**src/rtl/disp_pkg.sv**
```systemverilog
// Shared constants and helpers for the 7-segment scan controller.
package disp_pkg;

   localparam int          DISP_MAX_DIG = 16;
   localparam logic [3:0]  BCD_BLANK    = 4'hF;
   localparam logic [6:0]  SEG_OFF      = 7'h7F;
   localparam logic [DISP_MAX_DIG-1:0] AN_OFF = '1;

   // Active-low one-hot anode select for digit idx.
   function automatic logic [DISP_MAX_DIG-1:0] an_sel(input int unsigned idx);
      return ~(DISP_MAX_DIG'(1) << idx);
   endfunction

   // Leading-zero mask: zero digits from the top down, stopping at the first
   // non-zero one; digit 0 always stays visible.
   function automatic logic [DISP_MAX_DIG-1:0] lz_mask(
      input logic [4*DISP_MAX_DIG-1:0] digits,
      input int                        ndig
   );
      logic run;
      lz_mask = '0;
      run     = 1'b1;
      for (int i = DISP_MAX_DIG-1; i >= 1; i--) begin
         if (i < ndig) begin
            if (run && digits[4*i +: 4] == 4'h0) lz_mask[i] = 1'b1;
            else                                 run        = 1'b0;
         end
      end
   endfunction

endpackage

```
**src/rtl/bcd_7seg.sv**
```systemverilog
// BCD to 7-segment decoder, active-low segments {a,b,c,d,e,f,g}; non-BCD codes blank.
module bcd_7seg (
   input  logic [3:0] bcd,
   output logic [6:0] seg
);

   always_comb begin
      case (bcd)
         4'd0:    seg = 7'b0000001;
         4'd1:    seg = 7'b1001111;
         4'd2:    seg = 7'b0010010;
         4'd3:    seg = 7'b0000110;
         4'd4:    seg = 7'b1001100;
         4'd5:    seg = 7'b0100100;
         4'd6:    seg = 7'b0100000;
         4'd7:    seg = 7'b0001111;
         4'd8:    seg = 7'b0000000;
         4'd9:    seg = 7'b0000100;
         default: seg = 7'b1111111;
      endcase
   end

endmodule

```
**src/rtl/disp_scan.sv**
```systemverilog
// Time-multiplexed scan controller: one shared decoder, NDIG common-anode digits,
// ghost blanking, leading-zero suppression and edit blinking.
module disp_scan
   import disp_pkg::*;
#(
   parameter int NDIG         = 6,
   parameter int SCAN_DIV     = 50000,
   parameter int BLANK_CYC    = 500,
   parameter int BLINK_FRAMES = 83
) (
   input  logic              scan_clk,
   input  logic              scan_rst_n,
   input  logic              scan_en,
   input  logic [4*NDIG-1:0] scan_digits_in,
   input  logic [NDIG-1:0]   scan_blink_in,
   input  logic              scan_lzb_en,
   output logic [6:0]        scan_seg_out,
   output logic [NDIG-1:0]   scan_an_out,
   output logic              scan_frame_out
);

   localparam int IW = (NDIG > 1)         ? $clog2(NDIG)         : 1;
   localparam int DW = $clog2(SCAN_DIV);
   localparam int BW = (BLINK_FRAMES > 1) ? $clog2(BLINK_FRAMES) : 1;

   logic [DW-1:0]         div_cnt_q, div_cnt_d;
   logic [IW-1:0]         idx_q, idx_d;
   logic [BW-1:0]         blink_cnt_q, blink_cnt_d;
   logic                  phase_q, phase_d;
   logic [NDIG-1:0][3:0]  shadow_q, shadow_d;
   logic [NDIG-1:0]       blink_sh_q, blink_sh_d;
   logic [NDIG-1:0]       lz_q, lz_d;
   logic [NDIG-1:0]       an_q, an_d;
   logic [3:0]            bcd_q, bcd_d;
   logic                  frame_q, frame_d;
   logic                  tick, snap;

   always_comb begin
      div_cnt_d   = div_cnt_q;
      idx_d       = idx_q;
      blink_cnt_d = blink_cnt_q;
      phase_d     = phase_q;
      shadow_d    = shadow_q;
      blink_sh_d  = blink_sh_q;
      lz_d        = lz_q;

      tick = scan_en && (div_cnt_q == DW'(SCAN_DIV-1));
      snap = tick && (idx_q == IW'(NDIG-1));

      if (scan_en) div_cnt_d = tick ? '0 : div_cnt_q + 1'b1;
      if (tick)    idx_d     = (idx_q == IW'(NDIG-1)) ? '0 : idx_q + 1'b1;

      // Snapshot at end of frame so a whole frame shows one consistent value.
      if (snap) begin
         shadow_d   = scan_digits_in;
         blink_sh_d = scan_blink_in;
         lz_d       = scan_lzb_en ? NDIG'(lz_mask((4*DISP_MAX_DIG)'(scan_digits_in), NDIG)) : '0;
         if (blink_cnt_q == BW'(BLINK_FRAMES-1)) begin
            blink_cnt_d = '0;
            phase_d     = ~phase_q;
         end else begin
            blink_cnt_d = blink_cnt_q + 1'b1;
         end
      end

      frame_d = snap;
      // Anodes stay off for the first BLANK_CYC cycles of every slot to hide ghosting.
      an_d    = (scan_en && int'(div_cnt_q) >= BLANK_CYC) ? NDIG'(an_sel(32'(idx_q)))
                                                           : NDIG'(AN_OFF);
      bcd_d   = (lz_q[idx_q] || (phase_q && blink_sh_q[idx_q])) ? BCD_BLANK : shadow_q[idx_q];
   end

   always_ff @(posedge scan_clk or negedge scan_rst_n) begin
      if (!scan_rst_n) begin
         div_cnt_q   <= '0;
         idx_q       <= '0;
         blink_cnt_q <= '0;
         phase_q     <= 1'b0;
         shadow_q    <= {NDIG{BCD_BLANK}};
         blink_sh_q  <= '0;
         lz_q        <= '0;
         an_q        <= '1;
         bcd_q       <= BCD_BLANK;
         frame_q     <= 1'b0;
      end else begin
         div_cnt_q   <= div_cnt_d;
         idx_q       <= idx_d;
         blink_cnt_q <= blink_cnt_d;
         phase_q     <= phase_d;
         shadow_q    <= shadow_d;
         blink_sh_q  <= blink_sh_d;
         lz_q        <= lz_d;
         an_q        <= an_d;
         bcd_q       <= bcd_d;
         frame_q     <= frame_d;
      end
   end

   bcd_7seg u_dec (
      .bcd (bcd_q),
      .seg (scan_seg_out)
   );

   assign scan_an_out    = an_q;
   assign scan_frame_out = frame_q;

endmodule

```
**config.mk**
```make
export PLATFORM = sky130hd
export DESIGN_NAME = disp_scan
export DESIGN_NICKNAME = d
export VERILOG_FILES = /design/src/rtl/disp_pkg.sv /design/src/rtl/bcd_7seg.sv /design/src/rtl/disp_scan.sv
export SDC_FILE = /design/constraint.sdc
export NUM_CORES = 1
export LEC_CHECK = 0
export BUFFER_PORTS_ARGS = -buffer_cell sky130_fd_sc_hd__buf_2
export CAP_MARGIN = 30
export CORE_MARGIN = 2
export CORE_UTILIZATION = 50
export CTS_CLUSTER_DIAMETER = 40
export DETAILED_ROUTE_END_ITERATION = 16
export MAX_ROUTING_LAYER = met4
export PLACE_DENSITY = 0.72
export SKIP_CTS_REPAIR_TIMING = 1
export SYNTH_ARGS = -nofsm -noshare
export SYNTH_HDL_FRONTEND = slang
export SYNTH_SLANG_ARGS = --single-unit
```
**constraint.sdc**
```tcl
create_clock -name scan_clk -period 2.56 [get_ports scan_clk]
set_clock_uncertainty 0.2 [all_clocks]
set_input_delay 0.512 -clock scan_clk [delete_from_list [all_inputs] [get_ports scan_clk]]
set_output_delay 0.512 -clock scan_clk [all_outputs]
set_load 0.005 [all_outputs]
```
# After elaboration in Yosys (flattened, before gate mapping)

Memory sizes are Yosys's and may differ from the RTL's.
Index checks and enable logic that the tools add are counted.

Register bits after elaboration: 74
Bits in read-only memories: 112
Output and inout bits: 14
Memories kept: 1

Add/sub/neg operators: 3
$lt $le $gt $ge: 2
Equal/unequal tests: 3
Shift operators: 1
Mux-type cells: 24
Bitwise logic cells: 2
Reduce and logical (&&, ||, !) cells: 15

Memories:

| name             | words | bits a word | read ports | clocked after Yosys merged registers in | write ports | line          | RTL |
|---|---|---|---|---|---|---|---|
| (name not given) | 16    | 7           | 1          | 0                                       | 0           | bcd_7seg.sv:8 | `case (bcd)` |

Operator list:

| cell                                                                          | count |
|---|---|
| 4-bit logical NOT                                                             | 5 |
| 16-bit by 1-bit adder with 16-bit output (second input constant)              | 1 |
| 16-bit equality test (second input constant)                                  | 1 |
| 16-bit by 9-bit >= comparator with 1-bit output (second input constant)       | 1 |
| 16-bit two-way mux                                                            | 1 |
| 1-bit two-way mux                                                             | 14 |
| 4-bit binary-select mux with 3-bit select                                     | 1 |
| 6-bit two-way mux                                                             | 2 |
| 1-bit logical AND                                                             | 8 |
| 4-bit two-way mux                                                             | 2 |
| 7-bit by 1-bit adder with 7-bit output (second input constant)                | 1 |
| 7-bit equality test (second input constant)                                   | 1 |
| 7-bit two-way mux                                                             | 1 |
| 1-bit binary-select mux with 3-bit select                                     | 2 |
| 6-bit NOT                                                                     | 1 |
| 1-bit by 3-bit << shifter with 6-bit output (first input constant)            | 1 |
| 3-bit by 4-bit less-than comparator with 1-bit output (second input constant) | 1 |
| 3-bit by 1-bit adder with 3-bit output (second input constant)                | 1 |
| 3-bit equality test (second input constant)                                   | 1 |
| 3-bit two-way mux                                                             | 1 |
| 2-bit AND reduction                                                           | 1 |
| 1-bit logical OR                                                              | 1 |
| 1-bit NOT                                                                     | 1 |

# Logic depth before layout (Yosys ltp)

Gate-level depths: netlist (run 1).

Depth after elaboration: 16
Depth in mapped cells: 8

# By module

From an unflattened synthesis (run 1), not the netlist that was laid out.

Cell total of the unflattened synthesis: 310
Area total of the unflattened synthesis: 3788.6 µm²

By module, submodules not included:

| module    | instances | cells each | area each (µm²) | seq. area each (µm²) |
|---|---|---|---|---|
| disp_scan | 1         | 277        | 3578.4          | 1869.3 |
| bcd_7seg  | 1         | 33         | 210.2           | 0.0 |

# Least setup slack after synthesis (run 1)

Ideal clock, no wire load.

Kind: flip-flop to flip-flop
Start point: register div_cnt_q[0]
End point: register lz_q[3]
Library setup time: 125 ps
Arrival time: 1692 ps
Required time: 2235 ps
Slack: 543 ps
Cell stages (with the launch flop): 9
Buffers on the path: 3
Period minus slack after synthesis: 2017 ps
Cell sequence: dfrtp_1 > ha_1 > and4_1 > buf_2 > nand4_2 > nor2_2 > buf_6 > buf_12 > mux2_4

Cells in the longest elaborated chain, start to end: 3

Ends and longest elaborated chain:

| item                     | line            | RTL |
|---|---|---|
| start: declaration       | disp_scan.sv:26 | `logic [DW-1:0] div_cnt_q, div_cnt_d;` |
| start signal: assignment | disp_scan.sv:86 | `div_cnt_q <= div_cnt_d;` |
| 16-bit equality test     | disp_scan.sv:47 | `tick = scan_en && (div_cnt_q == DW'(SCAN_DIV-1));` |
| 1-bit logical AND        | disp_scan.sv:47 |  |
| 1-bit logical AND        | disp_scan.sv:48 | `snap = tick && (idx_q == IW'(NDIG-1));` |
| end signal: assignment   | disp_scan.sv:92 | `lz_q <= lz_d;` |
| end: declaration         | disp_scan.sv:32 | `logic [NDIG-1:0] lz_q, lz_d;` |

Every way passes these cells.
A chain may end at the register's enable or synchronous reset.

# Final worst setup path (run 1)

Start point: register bcd_q[0]
End point: output scan_seg_out[2]

Cells in the longest elaborated chain, start to end: 1

Ends and longest elaborated chain:

| item                     | line            | RTL |
|---|---|---|
| start: declaration       | disp_scan.sv:34 | `logic [3:0] bcd_q, bcd_d;` |
| start signal: assignment | disp_scan.sv:83 | `bcd_q <= BCD_BLANK;` |
| start signal: assignment | disp_scan.sv:94 | `bcd_q <= bcd_d;` |
| memory 16 x 7 bit        | --              |  |
| end: declaration         | disp_scan.sv:17 | `output logic [6:0] scan_seg_out,` |

Every way passes these cells.

==> flow_metrics.env, run 1 <==
export IMPL_crit_path_end_kind="output port"
export IMPL_port_buffers=47
export IMPL_reg2reg_depth=6
export IMPL_diodes=0
export IMPL_clock_path_buffers=2
export IMPL_period_minus_slack_ps=2420
export IMPL_clk_latency_ps=340
export IMPL_worstMarginPinSlew_ps=568
export IMPL_ant_nets=0
export IMPL_drtIter0Drc=119
export IMPL_maxCapViolCount=0
export IMPL_synth_nets=353
export IMPL_finalCritPeriodShare_pct=94.3
export IMPL_dp_cells=447
export IMPL_rows=31
export IMPL_vias=2504
export IMPL_mostFrequentLayoutCell="buf_2"
export IMPL_grt_pass1_wl_mm=11.1
export IMPL_drt_wl_total_mm=6.88
export IMPL_synth_top_area_share_pct=26.7
export IMPL_hold_worst_slack_ps=-33.1
export IMPL_antenna_found_initial=0
export IMPL_rsz0062_at_grt="no"
export IMPL_cp_data_required_time_ps=1850
export IMPL_syn_avg_cell_area_um2=11.8
export IMPL_synthFlopType="dfrtp_1"
export IMPL_clk_pin_slew_ps=70
export IMPL_io_pins=48
export IMPL_cts_made_buffers=9
export IMPL_synth_seq_cells=73
export IMPL_crit_type="reg -> out"
export IMPL_drc=0
export IMPL_syn_area_mm2=0.00365
export IMPL_yosysTopAreaCell="dfrtp_1"
export IMPL_die_y_um=89.4
export IMPL_slew_viol_final=0
export IMPL_dr_pass1_iters=4
export IMPL_grt_ovfl_total=0
export IMPL_dieWidth_um=89.4
export IMPL_start_util_pct=50.8
export IMPL_cts_tree="done"
export IMPL_syn_to_final_growth_pct=15.3
export IMPL_wire_per_inst_um=14.8
export IMPL_irDropWorstVdd_uv=384
export IMPL_hold_class="in -> async"
export IMPL_status="finished, violations left"
export IMPL_layout_common_cells="47 x buf_2, 39 x dfrtp_1, 34 x dfstp_2"
export IMPL_viasPerCell=5.40
export IMPL_seq_area_frac_synth_pct=51.2
export IMPL_gp_congestion=0.796
export IMPL_cts_root_buffer="clkbuf_8"
export IMPL_final_cells=464
export IMPL_nets=404
export IMPL_critPathMaxFanout=4
export IMPL_synth_area_leaders="dfrtp_1 27%, dfstp_2 24%, mux2_2 7.4%"
export IMPL_fillCellCount=614
export IMPL_report_final_setup_viol=0
export IMPL_startpoint_type="register"
export IMPL_p_leak_nw=1.88
export IMPL_p_per_area_mw_per_mm2=544
export IMPL_coreArea_mm2=0.00718
export IMPL_finalSetupTns_ps=0
export IMPL_grt_max_degree=49
export IMPL_cp_arrival_ps=1700
export IMPL_synthArstFlopShare_pct=100
export IMPL_drive_gt1_share_pct=40.0
export IMPL_grt_usage_pct=19.1
export IMPL_clock_sinks=73
export IMPL_synth_edf_count=0
export IMPL_ys_warn_count=0
export IMPL_max_freq_mhz=414
export IMPL_failed_checks="hold timing"
export IMPL_h_tree_depth=3
export IMPL_grt_pass1_vias=2328
export IMPL_dieArea_mm2=0.00800
export IMPL_relSlewSlack_pct=61.8
export IMPL_ys_types=51
export IMPL_finalHoldViolations=15
export IMPL_place_detailed_hpwl_mm=4.94
export IMPL_syn_inst=309
[registers in the layout, summed over array words and instances (netlist names)]
signal,count
blink_sh_q,6
scan_frame_out,1
scan_an_out,6
div_cnt_q,16
phase_q,1
lz_q,5
bcd_q,4
blink_cnt_q,7
shadow_q,24
idx_q,3
[Yosys cell counts, drive strengths merged, types with 2 or more instances]
| master | number |
|---|---|
| mux4 | 4 |
| xor2 | 7 |
| and4 | 4 |
| nor4 | 10 |
| dfrtp | 39 |
| nand2 | 19 |
| or2 | 2 |
| a21oi | 9 |
| ha | 10 |
| xnor2 | 9 |
| a211oi | 2 |
| nand3 | 16 |
| or3 | 3 |
| inv | 11 |
| mux2i | 7 |
| nor2 | 12 |
| or4 | 2 |
| clkbuf | 4 |
| mux2 | 32 |
| o21ai | 21 |
| and2 | 3 |
| buf | 10 |
| dfstp | 34 |
| and3 | 3 |
| o21a | 2 |
| nor3 | 4 |
| nand4 | 7 |
| nand2b | 7 |
| o211ai | 5 |
[area by class of cell]
class                      instances  area, µm²  area share, %
clock buffer                      15        198           4.70
clock inverter                     1       5.00          0.119
inverter                          11       41.3          0.982
multi-input combinational        211       1660           39.4
sequential                        73       1870           44.4
tap                               99        124           2.94
timing repair buffer              54        313           7.44
[path summary, 6_finish.rpt]
path                       slack, ps              start         endpoint
setup / recovery                 140           bcd_q[0]  scan_seg_out[2]
hold / removal                   -30         scan_rst_n   scan_frame_out
setup reg to reg                 450       div_cnt_q[1]    blink_sh_q[0]
hold reg to reg                  310            lz_q[1]          lz_q[1]
max in group asynchronous       1490         scan_rst_n      shadow_q[3]
min in group scan_clk            200  scan_digits_in[0]      shadow_q[0]
[kinds of logic after synthesis]
| logic type | count (synthesis) | share of synthesized area, % |
|---|---|---|
| compound gates | 45 | 7.24 |
| buf+inv | 25 | 3.63 |
| mux | 43 | 15.0 |
| fa+ha+maj | 10 | 3.43 |
| xor+xnor | 16 | 3.84 |
| simple gates | 97 | 15.6 |
| flops | 73 | 51.2 |
[critical path, cell delays in order (launching register included)]
cell	delay [ps]
dfstp_2	550
inv_1	80
ha_1	210
mux2_2	260
o21ai_1	130
buf_2	130
[per-stage QoR]
stage               setup WS (ps)  util, %  instance area (µm²)  power, W  hold WS [ps]
floorplan                     543        -                 3650   0.00133          16.4
finish                        145     58.6                 4210   0.00229         -33.1
CTS                          21.2     58.4                 4190   0.00231         -14.3
detailed placement            365     55.6                 3990   0.00141           297
global placement              385     55.6                 3990   0.00141           287
global route                0.143     58.6                 4210   0.00239          4.96
[power breakdown]
group          internal, W  switching [W]  total (W)
logic            0.0000596      0.0000762   0.000136
clock network     0.000491       0.000401   0.000891
registers          0.00120      0.0000630    0.00126
total              0.00175       0.000540    0.00229
[routing by layer]
| metal | up-vias | share of wire, % | GRT usage, % |
|---|---|---|---|
| li1 | 1220 | - | - |
| met1 | 1228 | 48 | 26.0 |
| met2 | 47 | 47 | 27.9 |
| met3 | 9 | 3.8 | 4.25 |
| met4 | 0 | 1.4 | 7.33 |
| met5 | - | 0 | - |
(Power assumes the default switching activity.)
==> run 2, diff against run 1 <==
CORE_MARGIN = default   (was 2)
==> run 2 against run 1 <==
The run now ends clean. First-iteration DRC count is 50% higher. Global-route usage is 2.5 points higher. Design area is 0.54% higher. Critical endpoint is now scan_seg_out[3]. Largest power group unchanged.
==> flow_metrics.env, run 2 (synthesis gave the netlist of run 1 again) <==
export IMPL_grt_pass1_vias=2484
export IMPL_start_util_pct=52.8
export IMPL_dieArea_mm2=0.00764
export IMPL_cts_made_buffers=9
export IMPL_finalHoldViolations=0
export IMPL_cts_root_buffer="clkbuf_8"
export IMPL_largest_register="shadow_q"
export IMPL_clk_latency_ps=350
export IMPL_rows=30
export IMPL_p_leak_nw=1.89
export IMPL_worstMarginPinSlew_ps=546
export IMPL_layout_common_cells="47 x buf_2, 39 x dfrtp_1, 34 x dfstp_2"
export IMPL_irDropWorstVdd_uv=321
export IMPL_finalCritPeriodShare_pct=96.7
export IMPL_holdCritStartpoint="scan_digits_in[1]"
export IMPL_h_tree_depth=3
export IMPL_hold_depth=2
export IMPL_reg2reg_depth=6
export IMPL_report_final_setup_viol=0
export IMPL_ant_nets=0
export IMPL_drive_gt1_share_pct=39.6
export IMPL_slew_viol_final=0
export IMPL_drc=0
export IMPL_hold_worst_slack_ps=185
export IMPL_max_freq_mhz=404
export IMPL_rsz0062_at_grt="no"
export IMPL_grt_usage_pct=21.6
export IMPL_timing_reg2reg_setup_slack_ps=500
export IMPL_hold_class="in -> reg"
export IMPL_coreArea_mm2=0.00691
export IMPL_clock_sinks=73
export IMPL_timing_rr_start="div_cnt_q[1]"
export IMPL_p_per_area_mw_per_mm2=564
export IMPL_viasPerCell=5.53
export IMPL_period_minus_slack_ps=2480
export IMPL_cp_arrival_ps=1760
export IMPL_crit_type="reg -> out"
export IMPL_status="finished, final reports clean"
export IMPL_antenna_found_initial=0
export IMPL_grt_max_degree=74
export IMPL_port_buffers=47
export IMPL_finalSetupTns_ps=0
export IMPL_clk_pin_slew_ps=80
export IMPL_cts_tree="done"
export IMPL_drtIter0Drc=179
export IMPL_diodes=0
export IMPL_drt_wl_total_mm=7.11
export IMPL_nets=405
export IMPL_place_detailed_hpwl_mm=4.92
export IMPL_fillCellCount=592
export IMPL_wire_per_inst_um=15.4
export IMPL_largest_register_ff_count=24
export IMPL_startpoint_type="register"
export IMPL_syn_to_final_growth_pct=15.9
export IMPL_maxCapViolCount=0
export IMPL_mostFrequentLayoutCell="buf_2"
export IMPL_clock_path_buffers=2
export IMPL_vias=2554
export IMPL_cp_data_required_time_ps=1850
export IMPL_die_y_um=87.4
export IMPL_holdPathEnd="shadow_q[1]"
export IMPL_relSlewSlack_pct=63.3
export IMPL_gp_congestion=0.803
export IMPL_dieWidth_um=87.4
export IMPL_crit_path_end_kind="output port"
export IMPL_grt_ovfl_total=0
export IMPL_reg_largest_list="shadow_q: 24 flops, div_cnt_q: 16 flops, blink_cnt_q: 7 flops"
export IMPL_r2r_end="blink_sh_q[4]"
export IMPL_io_pins=48
export IMPL_grt_pass1_wl_mm=11.9
export IMPL_dr_pass1_iters=4
export IMPL_critPathMaxFanout=4
-- run 2: cell types whose count changed in the layout (fill, tap and decap cells not counted), sizes merged --
cell,change
clkbuf,-1
clkinvlp,+1
dlygate4sd3,+1
-- run 2: worst max-delay path: stages (launching register included) --
cell	delay, ps
dfstp_2	540
inv_1	70
ha_1	170
or2_2	300
a21oi_1	150
nor2_1	50
buf_2	140
-- run 2: metal layers --
layer	GRT usage [%]	part of all wire, %	up-vias
met1	28.8	47	1228
met2	31.1	45	86
li1	-	-	1224
met3	5.50	5.9	16
met4	9.69	1.9	0
met5	-	0	-
-- run 2: cell type report --
type | instances | area [µm²] | share of cell area, %
sequential | 73 | 1870 | 44.2
multi-input combinational | 211 | 1650 | 38.9
tap | 96 | 120 | 2.84
inverter | 11 | 41.3 | 0.976
clock buffer | 14 | 216 | 5.12
clock inverter | 2 | 12.5 | 0.296
timing repair buffer | 55 | 323 | 7.63
-- run 2: worst max-delay path by stage --
stage | from | to | slack (ps) | cells past startpoint
2_1_floorplan | div_cnt_q[0] | lz_q[3] | 540 | 8
3_3_place_gp | scan_en | blink_sh_q[0] | 380 | 6
3_5_place_dp | scan_en | blink_sh_q[1] | 370 | 6
4_1_cts | bcd_q[1] | scan_seg_out[3] | 20 | 6
5_1_grt | bcd_q[1] | scan_seg_out[3] | 20 | 6
6_report | bcd_q[1] | scan_seg_out[3] | 80 | 6
-- run 2: power breakdown --
group / internal (W) / total, W / switching [W]
Clock: 0.000555 / 0.000990 / 0.000435
Sequential: 0.00120 / 0.00126 / 0.0000603
Combinational: 0.0000606 / 0.000137 / 0.0000764
-- run 2: metrics by stage --
step	std cells	setup WS, ps	cell area (µm²)	utilization, %	power, W
6_report	462	84.6	4230	61.2	0.00238
3_5_place_dp	444	365	3980	57.7	0.00141
3_3_place_gp	444	385	3980	57.7	0.00141
2_1_floorplan	309	543	3650	-	0.00133
4_1_cts	460	17.3	4210	61.0	0.00239
5_1_grt	462	18.3	4230	61.2	0.00247
==> run 3, diff against run 2 <==
GPL_ROUTABILITY_DRIVEN = 0   (was default)
clock period = 3.05 ns   (was 2.56 ns; I/O delays follow)
==> run 3 against run 2 <==
Worst hold slack worse by 130 ps. Via count is 1.4% lower. Utilization fell by 1.1 points. Die area unchanged. Sequential cell count unchanged. Critical path depth stayed put. Total power fell by 21%. Count of clock-buffer cells in the layout shrank 3. Clock power down 28%.
==> flow_metrics.env, run 3 (synthesis gave the netlist of run 1 again) <==
export IMPL_cts_root_buffer="clkbuf_8"
export IMPL_crit_type="reg -> out"
export IMPL_critPathMaxFanout=5
export IMPL_dr_pass1_iters=4
export IMPL_finalHoldViolations=0
export IMPL_grt_max_degree=74
export IMPL_clk_latency_ps=350
export IMPL_vias=2518
export IMPL_crit_path_end_kind="output port"
export IMPL_io_pins=48
export IMPL_die_y_um=87.4
export IMPL_reg_largest_list="shadow_q: 24 flops, div_cnt_q: 16 flops, blink_cnt_q: 7 flops"
export IMPL_clock_path_buffers=2
export IMPL_hold_worst_slack_ps=56.0
export IMPL_timing_reg2reg_setup_slack_ps=620
export IMPL_cts_tree="done"
export IMPL_syn_to_final_growth_pct=13.8
export IMPL_cp_arrival_ps=1810
export IMPL_dieWidth_um=87.4
export IMPL_h_tree_depth=3
export IMPL_grt_ovfl_total=0
export IMPL_cts_made_buffers=9
export IMPL_cp_data_required_time_ps=2240
export IMPL_largest_register_ff_count=24
export IMPL_reg2reg_depth=5
export IMPL_max_freq_mhz=382
export IMPL_port_buffers=47
export IMPL_place_detailed_hpwl_mm=4.92
export IMPL_crit_chain="inv_1 -> ha_1 -> or2_2 -> a21oi_1 -> nor2_1 -> buf_2"
export IMPL_grt_pass1_wl_mm=11.9
export IMPL_ant_nets=0
export IMPL_largest_register="shadow_q"
export IMPL_clk_pin_slew_ps=80
export IMPL_relSlewSlack_pct=57.7
export IMPL_drt_wl_total_mm=7.01
export IMPL_rsz0062_at_grt="no"
export IMPL_antenna_found_initial=0
export IMPL_hold_class="in -> async"
export IMPL_p_per_area_mw_per_mm2=454
export IMPL_finalSetupTns_ps=0
export IMPL_timing_rr_start="idx_q[1]"
export IMPL_startpoint_type="register"
export IMPL_worstMarginPinSlew_ps=628
export IMPL_drc=0
export IMPL_slew_viol_final=0
export IMPL_drtIter0Drc=125
export IMPL_report_final_setup_viol=0
export IMPL_viasPerCell=5.49
export IMPL_rows=30
export IMPL_wire_per_inst_um=15.3
export IMPL_maxCapViolCount=0
export IMPL_mostFrequentLayoutCell="buf_2"
export IMPL_endpoint="scan_seg_out[3]"
export IMPL_cpPeakStageDelay_ps=570
export IMPL_critPathLaunch="bcd_q[1]"
export IMPL_r2r_end="blink_sh_q[0]"
export IMPL_clock_sinks=73
export IMPL_crit_slowest_cell="dfstp_2"
export IMPL_start_util_pct=52.8
export IMPL_diodes=0
export IMPL_grt_usage_pct=21.4
export IMPL_finalCritPeriodShare_pct=85.8
export IMPL_period_minus_slack_ps=2620
export IMPL_dieArea_mm2=0.00764
export IMPL_layout_common_cells="47 x buf_2, 39 x dfrtp_1, 34 x dfstp_2"
export IMPL_grt_pass1_vias=2444
export IMPL_p_leak_nw=1.86
export IMPL_nets=402
export IMPL_irDropWorstVdd_uv=312
export IMPL_drive_gt1_share_pct=39.7
export IMPL_status="finished, final reports clean"
export IMPL_coreArea_mm2=0.00691
[run 3: changes by cell type in the layout (fill, tap and decap cells not counted), sizes merged]
cell,previous run,this run
inv,11,13
dlygate4sd3,1,0
clkinvlp,1,0
buf,54,52
clkinv,1,3
clkbuf,14,11
[run 3: critical path, delay by kind of cell, from the launching register on]
kind	cells	cell delay (ps)
buffers and inverters	2	230
DFF	1	570
AOI/OAI and AO/OA	1	140
and+or+nand+nor	2	350
adders and majority gates	1	170
[run 3: routing by layer]
layer | global-route usage, % | part of all wire (%) | vias up
met5 | - | 0 | -
li1 | - | - | 1214
met2 | 29.9 | 44 | 78
met3 | 4.17 | 5.3 | 12
met4 | 10.1 | 2.0 | 0
met1 | 30.0 | 48 | 1214
[run 3: how the worst min path moves through the flow]
stage | from | to | slack, ps | cells after the start
after floorplan | scan_rst_n | blink_cnt_q[0] | 110 | 0
after global placement | blink_sh_q[0] | blink_sh_q[0] | 290 | 1
after detailed placement | lz_q[2] | lz_q[2] | 290 | 2
after CTS | scan_rst_n | div_cnt_q[10] | 80 | 2
after global routing | scan_rst_n | div_cnt_q[10] | 90 | 2
final | scan_rst_n | div_cnt_q[13] | 60 | 2
[run 3: power breakdown]
group / total (W) / switching, W / internal [W]
Combinational: 0.000115 / 0.0000646 / 0.0000502
Sequential: 0.00105 / 0.0000496 / 0.00100
Clock: 0.000716 / 0.000372 / 0.000344
Total: 0.00188 / 0.000486 / 0.00140
[run 3: cell type report]
cell class / count / area, µm²
Tap cell: 96 / 120
Inverter: 11 / 41.3
Multi-Input combinational cell: 211 / 1650
Sequential cell: 73 / 1870
Fill cell: 594 / 2760
Clock buffer: 11 / 151
Clock inverter: 5 / 37.5
Timing Repair Buffer: 52 / 285
[run 3: stage by stage]
stage               std cells  total power, W  instance area (µm²)  setup slack, ps  util [%]
floorplan                 309         0.00112                 3650              973         -
global placement          443         0.00118                 3960              653      57.4
detailed placement        443         0.00119                 3960              598      57.4
CTS                       459         0.00191                 4150              403      60.1
global route              459         0.00197                 4150              293      60.1
finish                    459         0.00188                 4150              432      60.1
